$ cat config.mk
export PLATFORM = sky130hd
export DESIGN_NAME = ks_data_path_gen_flat
export DESIGN_NICKNAME = d
export VERILOG_FILES = /design/src/rtl/ks_data_path_gen_if.sv /design/src/rtl/ks_data_path_gen.sv /design/src/flat_wrapper.sv
export SDC_FILE = /design/constraint.sdc
export NUM_CORES = 1
export LEC_CHECK = 0
export ABC_CLOCK_PERIOD_IN_PS = 6800
export BUFFER_PORTS_ARGS = -buffer_cell sky130_fd_sc_hd__buf_4
export CELL_PAD_IN_SITES_DETAIL_PLACEMENT = 0
export CELL_PAD_IN_SITES_GLOBAL_PLACEMENT = 1
export CORE_UTILIZATION = 47
export DETAILED_ROUTE_END_ITERATION = 7
export MAX_ROUTING_LAYER = met4
export PLACE_DENSITY = 0.91
export SYNTH_ARGS = -nofsm -noshare
export SYNTH_HDL_FRONTEND = slang
export SYNTH_SLANG_ARGS = --single-unit
$ cat constraint.sdc
create_clock -name clk -period 6.8 [get_ports clk]
set_clock_uncertainty 0.05 [all_clocks]
set_input_delay 0.34 -clock clk [delete_from_list [all_inputs] [get_ports clk]]
set_output_delay 0.34 -clock clk [all_outputs]
set_load 0.01 [all_outputs]
$ cat src/rtl/ks_data_path_gen_if.sv
// K&S shared types and the RAM-side bus of the data path.
// The package holds the decoder output type used by both the data path and the control unit.
package k_and_s_pkg;
    typedef enum logic [3:0] {
        I_NOP,
        I_LOAD,
        I_STORE,
        I_MOVE,
        I_ADD,
        I_SUB,
        I_AND,
        I_OR,
        I_BRANCH,
        I_BZERO,
        I_BNEG,
        I_BOV,
        I_BNOV,
        I_BNNEG,
        I_BNZERO,
        I_HALT
    } decoded_instruction_type;
endpackage

interface ks_data_path_gen_if #(
    parameter int unsigned DATA_W = 16,
    parameter int unsigned ADDR_W = 5
);
    logic [ADDR_W-1:0] ram_addr;
    logic [DATA_W-1:0] data_out;
    logic [DATA_W-1:0] data_in;

    modport master (output ram_addr, output data_out, input data_in);
    modport slave  (input ram_addr, input data_out, output data_in);
endinterface

$ cat src/rtl/ks_data_path_gen.sv
// K&S data path: IR, PC, 4-entry register file, ADD/SUB/AND/OR ALU, registered flags and decoder.
// Optional macro KS_R0_ZERO_EN hard-wires register 0 to zero.
module ks_data_path_gen
    import k_and_s_pkg::*;
#(
    parameter int unsigned DATA_W = 16,
    parameter int unsigned ADDR_W = 5,
    parameter int unsigned NREGS  = 4
) (
    input  logic                    clk,
    input  logic                    rst_n,
    input  logic                    branch,
    input  logic                    pc_enable,
    input  logic                    ir_enable,
    input  logic                    addr_sel,
    input  logic                    c_sel,
    input  logic [1:0]              operation,
    input  logic                    write_reg_enable,
    input  logic                    flags_reg_enable,
    output decoded_instruction_type decoded_instruction,
    output logic                    zero_op,
    output logic                    neg_op,
    output logic                    unsigned_overflow,
    output logic                    signed_overflow,
    ks_data_path_gen_if.master      ram
);

`ifdef KS_R0_ZERO_EN
    localparam bit R0_ZERO = 1'b1;
`else
    localparam bit R0_ZERO = 1'b0;
`endif

    localparam int unsigned MSB = DATA_W - 1;

    logic [ADDR_W-1:0] pc;
    logic [15:0]       ir;
    logic [DATA_W-1:0] regs [NREGS];

    logic [1:0]        a_addr, b_addr, c_addr;
    logic [ADDR_W-1:0] mem;
    logic [DATA_W-1:0] bus_a, bus_b, bus_c;

    logic [DATA_W:0]   sum, diff;
    logic [DATA_W-1:0] alu_r;
    logic              alu_z, alu_n, alu_u, alu_s;

    logic unused_ir_bit;
    assign unused_ir_bit = ir[7];

    assign mem = ir[ADDR_W-1:0];

    always_comb begin
        decoded_instruction = I_NOP;
        a_addr = '0;
        b_addr = '0;
        c_addr = '0;
        case (ir[15:8])
            8'h81: begin decoded_instruction = I_LOAD;  c_addr = ir[6:5]; end
            8'h82: begin decoded_instruction = I_STORE; a_addr = ir[6:5]; end
            8'h91: begin
                decoded_instruction = I_MOVE;
                c_addr = ir[3:2];
                a_addr = ir[1:0];
                b_addr = ir[1:0];
            end
            8'hA1, 8'hA2, 8'hA3, 8'hA4: begin
                case (ir[10:8])
                    3'd1:    decoded_instruction = I_ADD;
                    3'd2:    decoded_instruction = I_SUB;
                    3'd3:    decoded_instruction = I_AND;
                    default: decoded_instruction = I_OR;
                endcase
                c_addr = ir[5:4];
                a_addr = ir[3:2];
                b_addr = ir[1:0];
            end
            8'h01: decoded_instruction = I_BRANCH;
            8'h02: decoded_instruction = I_BZERO;
            8'h03: decoded_instruction = I_BNEG;
            8'h05: decoded_instruction = I_BOV;
            8'h06: decoded_instruction = I_BNOV;
            8'h0A: decoded_instruction = I_BNNEG;
            8'h0B: decoded_instruction = I_BNZERO;
            8'hFF: decoded_instruction = I_HALT;
            default: decoded_instruction = I_NOP;
        endcase
    end

    // Reads see the pre-edge contents, so a same-register write returns the old value.
    assign bus_a = (R0_ZERO && a_addr == 2'd0) ? '0 : regs[a_addr];
    assign bus_b = (R0_ZERO && b_addr == 2'd0) ? '0 : regs[b_addr];
    assign bus_c = c_sel ? alu_r : ram.data_in;

    assign ram.data_out = bus_a;
    assign ram.ram_addr = addr_sel ? mem : pc;

    always_comb begin
        sum   = {1'b0, bus_a} + {1'b0, bus_b};
        diff  = {1'b0, bus_a} - {1'b0, bus_b};
        alu_r = '0;
        alu_u = 1'b0;
        alu_s = 1'b0;
        case (operation)
            2'b00: begin
                alu_r = sum[DATA_W-1:0];
                alu_u = sum[DATA_W];
                alu_s = (bus_a[MSB] == bus_b[MSB]) && (alu_r[MSB] != bus_a[MSB]);
            end
            2'b01: alu_r = bus_a & bus_b;
            2'b10: alu_r = bus_a | bus_b;
            default: begin
                // The extra top bit of the widened difference is the borrow (a < b unsigned).
                alu_r = diff[DATA_W-1:0];
                alu_u = diff[DATA_W];
                alu_s = (bus_a[MSB] != bus_b[MSB]) && (alu_r[MSB] != bus_a[MSB]);
            end
        endcase
        alu_z = (alu_r == '0);
        alu_n = alu_r[MSB];
    end

    always_ff @(posedge clk) begin
        if (!rst_n) begin
            pc                <= '0;
            ir                <= '0;
            zero_op           <= 1'b0;
            neg_op            <= 1'b0;
            unsigned_overflow <= 1'b0;
            signed_overflow   <= 1'b0;
            for (int unsigned i = 0; i < NREGS; i++) begin
                regs[i] <= '0;
            end
        end else begin
            if (pc_enable) begin
                pc <= branch ? mem : pc + ADDR_W'(1);
            end
            if (ir_enable) begin
                ir <= ram.data_in[15:0];
            end
            if (write_reg_enable && !(R0_ZERO && c_addr == 2'd0)) begin
                regs[c_addr] <= bus_c;
            end
            if (flags_reg_enable) begin
                zero_op           <= alu_z;
                neg_op            <= alu_n;
                unsigned_overflow <= alu_u;
                signed_overflow   <= alu_s;
            end
        end
    end

endmodule

$ cat src/flat_wrapper.sv
// flat-port wrapper written by rule: the top's interface ports become plain ports
module ks_data_path_gen_flat import k_and_s_pkg::*;
#(
    parameter int unsigned DATA_W = 16,
    parameter int unsigned ADDR_W = 5,
    parameter int unsigned NREGS  = 4
)
  (clk, rst_n, branch, pc_enable, ir_enable, addr_sel, c_sel, operation, write_reg_enable, flags_reg_enable, decoded_instruction, zero_op, neg_op, unsigned_overflow, signed_overflow, ram_ram_addr, ram_data_out, ram_data_in);
  ks_data_path_gen_if #(.DATA_W(DATA_W), .ADDR_W(ADDR_W)) ram_i ();
  input  logic clk;
  input  logic rst_n;
  input  logic branch;
  input  logic pc_enable;
  input  logic ir_enable;
  input  logic addr_sel;
  input  logic c_sel;
  input  logic [1:0] operation;
  input  logic write_reg_enable;
  input  logic flags_reg_enable;
  output decoded_instruction_type decoded_instruction;
  output logic zero_op;
  output logic neg_op;
  output logic unsigned_overflow;
  output logic signed_overflow;
  output wire logic [$bits(ram_i.ram_addr)-1:0] ram_ram_addr;
  output wire logic [$bits(ram_i.data_out)-1:0] ram_data_out;
  input wire logic [$bits(ram_i.data_in)-1:0] ram_data_in;
  assign ram_ram_addr = ram_i.ram_addr;
  assign ram_data_out = ram_i.data_out;
  assign ram_i.data_in = ram_data_in;
  ks_data_path_gen #(.DATA_W(DATA_W), .ADDR_W(ADDR_W), .NREGS(NREGS)) u_core (.clk(clk), .rst_n(rst_n), .branch(branch), .pc_enable(pc_enable), .ir_enable(ir_enable), .addr_sel(addr_sel), .c_sel(c_sel), .operation(operation), .write_reg_enable(write_reg_enable), .flags_reg_enable(flags_reg_enable), .decoded_instruction(decoded_instruction), .zero_op(zero_op), .neg_op(neg_op), .unsigned_overflow(unsigned_overflow), .signed_overflow(signed_overflow), .ram(ram_i));
endmodule
==> impl_metrics.ini <==
[floorplanning]
die_x_um = 126
die_y_um = 126
rows = 45
dieArea_um2 = 15900
core_area_um2 = 15100
io_pins = 56
initial_utilization_pct = 47.9

[power_and_ir_drop]
p_per_area_nw_per_um2 = 187
p_leak_nw = 3.32
peakVddDrop_uv = 135

[grt]
antenna_found_initial = 0
grt_pass1_vias = 5995
grt_pass1_wl_mm = 31.1
grt_max_degree = 31
grt_usage_pct = 25.9
overflow = 0

[timing]
tightest_slew_ns = 0.892
report.final.slew_viol_count = 0
period_needed_ns = 5.81
fmax_mhz = 172
finalSetupViolations = 0
period_share_pct = 85.5
hold_viol = 0
rsz0062_at_grt = false
relSlewSlack_pct = 40.4
setup_tns_ns = 0

[logic_synthesis]
ys_seq_elements = 88
syn_inst = 820
yosysWarnings = 0
synth.avg_cell_area_um2 = 8.85
yosysTopAreaCellShare_pct = 26.5
synth-edff-count = 64
synth_common_cells = nor2_1 (91), nand2_1 (75), edfxtp_1 (64), inv_1 (64), mux2i_1 (57)
synth_flop_cell = edfxtp_1
yosysMostFrequentCell = nor2_1
syn_nets = 900
syn_area_um2 = 7260
async_reset_ff_share_pct = 0
yosysTopAreaCell = edfxtp_1
ys_seq_area_share_pct = 33.1
synth_area_leaders = edfxtp_1 (26%), ha_1 (8.8%), mux2i_1 (7.9%)
ys_types = 74

[clocking]
hold_buffers = 0
clock_path_buffers = 2
cts_tree = done
clk_latency_ns = 0.34
h-tree-depth = 3
root_buffer = clkbuf_16
clkTransAtPathRegs_ns = 0.06
cts_buffers = 9
post_cts_buffers = 0
cts_resized = 0
cts.sink_count = 88

[critical_path]
worst_ep_required_time_ns = 6.81
cp-start-kind = register
crit_arrival_ns = 5.82
crit_fanout = 17
critPathKind = reg -> reg
r2r_cells = 18
endpoint_kind = register

[placement]
hpwl_mm = 14.3
dp.cells = 1015
io_buffers = 55
routabilityCongestion = 1.01

[routing]
vias_per_cell = 6.10
wl_per_cell_um = 19.0
drtIter0Drc = 741
wl_mm = 19.6
drtAntennaViolNets = 0
vias = 6288
drc = 0
drt-pass1-iter-count = 5

[hold_path]
worstHoldPathCells = 2
min_path_type = in -> reg

[final_layout]
fillers = 1366
syn2layout_area_growth_pct = 10.3
finalNetCount = 918
fin_cells = 1031
diodes = 0
drive_gt1_share_pct = 14.0

[run_status]
outcome = finished clean

[flow_run]
maxCapViolations = 0
-- area by class of cell --
| class | count | area (um^2) | share of cell area (%) |
|---|---|---|---|
| clock buffers | 14 | 274 | 3.42 |
| clock inverters | 2 | 11.3 | 0.141 |
| flip-flops and latches | 88 | 2400 | 30.0 |
| well taps | 188 | 235 | 2.94 |
| inverters | 69 | 259 | 3.23 |
| multi-input cells | 610 | 4380 | 54.6 |
| repair buffers | 60 | 450 | 5.63 |
-- path summary, 6_finish.rpt --
check / start / end / slack, ns
worst max-delay path: u_core.ir[11]$_SDFFE_PN0P_ / u_core.regs[2][13]$_SDFFCE_PN0P_ / 0.99
worst min register to register: u_core.zero_op$_SDFFE_PN0P_ / u_core.zero_op$_SDFFE_PN0P_ / 0.41
worst max register to register: u_core.ir[11]$_SDFFE_PN0P_ / u_core.regs[2][13]$_SDFFCE_PN0P_ / 0.99
worst min-delay path: flags_reg_enable / u_core.unsigned_overflow$_SDFFE_PN0P_ / 0.18
-- per-stage QoR --
| stage | power [mW] | utilization, % | hold slack [ns] | area [um^2] | setup WS, ns |
|---|---|---|---|---|---|
| floorplan | 0.913 | - | 0.391 | 7260 | 1.82 |
| global placement | 1.02 | 51.0 | 0.400 | 7720 | 1.22 |
| detailed placement | 1.03 | 51.0 | 0.404 | 7720 | 1.16 |
| CTS | 1.49 | 52.9 | 0.178 | 8010 | 1.12 |
| global route | 1.56 | 52.9 | 0.180 | 8010 | 0.585 |
| finish | 1.50 | 52.9 | 0.182 | 8010 | 0.989 |
-- cell families (layout without fill, tap and decap cells) --
family / after synthesis / in the layout / share of synthesized area, %
simple gates: 259 / 259 / 16.9
compound gates: 192 / 192 / 18.4
xor+xnor: 17 / 17 / 2.05
buf+inv: 122 / 145 / 6.65
fa+ha+maj: 53 / 53 / 9.34
mux: 89 / 89 / 13.5
flops: 88 / 88 / 33.1
-- layout by cell type (no fill, tap or decap), drive strengths merged, types with 11 or more instances in the layout --
cell type	netlist	final
nor2	91	91
nand2	75	75
inv	68	69
edfxtp	64	64
buf	19	60
mux2i	57	57
a21oi	54	54
ha	51	51
mux2	28	28
o21ai	27	27
nor2b	25	25
dfxtp	24	24
a221o	18	18
o211ai	15	15
clkbuf	34	14
xnor2	13	13
nor3	13	13
nand3	11	11
-- power breakdown --
| part | internal (mW) | leakage (nW) | switching [mW] |
|---|---|---|---|
| sequential | 0.604 | 0.861 | 0.0230 |
| combinational | 0.161 | 2.32 | 0.237 |
| clock | 0.277 | 0.143 | 0.194 |
-- state kept, by name, indices dropped and copies added (netlist names) --
signal and count:
u_core.regs 64, u_core.ir 15, u_core.pc 5, u_core.neg_op 1, u_core.signed_overflow 1, u_core.unsigned_overflow 1, u_core.zero_op 1
-- layer usage --
metal | up-vias | global-route usage [%] | routed length (um)
li1 | 2983 | - | -
met3 | 21 | 2.63 | 1140
met1 | 3045 | 34.4 | 8960
met2 | 239 | 41.5 | 9210
met5 | - | - | 0
met4 | 0 | 8.01 | 330
-- worst max-delay path, cell delays in order (launching register included) --
cell and delay [ns]:
dfxtp_1 0.43, nor4b_4 0.35, and3_1 0.35, a21o_1 0.16, and2_1 0.13, buf_4 0.24
and2_1 0.61, a221o_1 0.29, inv_1 0.06, ha_1 0.42, inv_2 0.11, a2111oi_0 0.60
a211oi_1 0.24, a211oi_2 0.48, o311ai_1 0.14, a32oi_1 0.47, nand2_1 0.12, o211ai_1 0.18
nor2_1 0.08
Power figures use the tool's default switching activity.
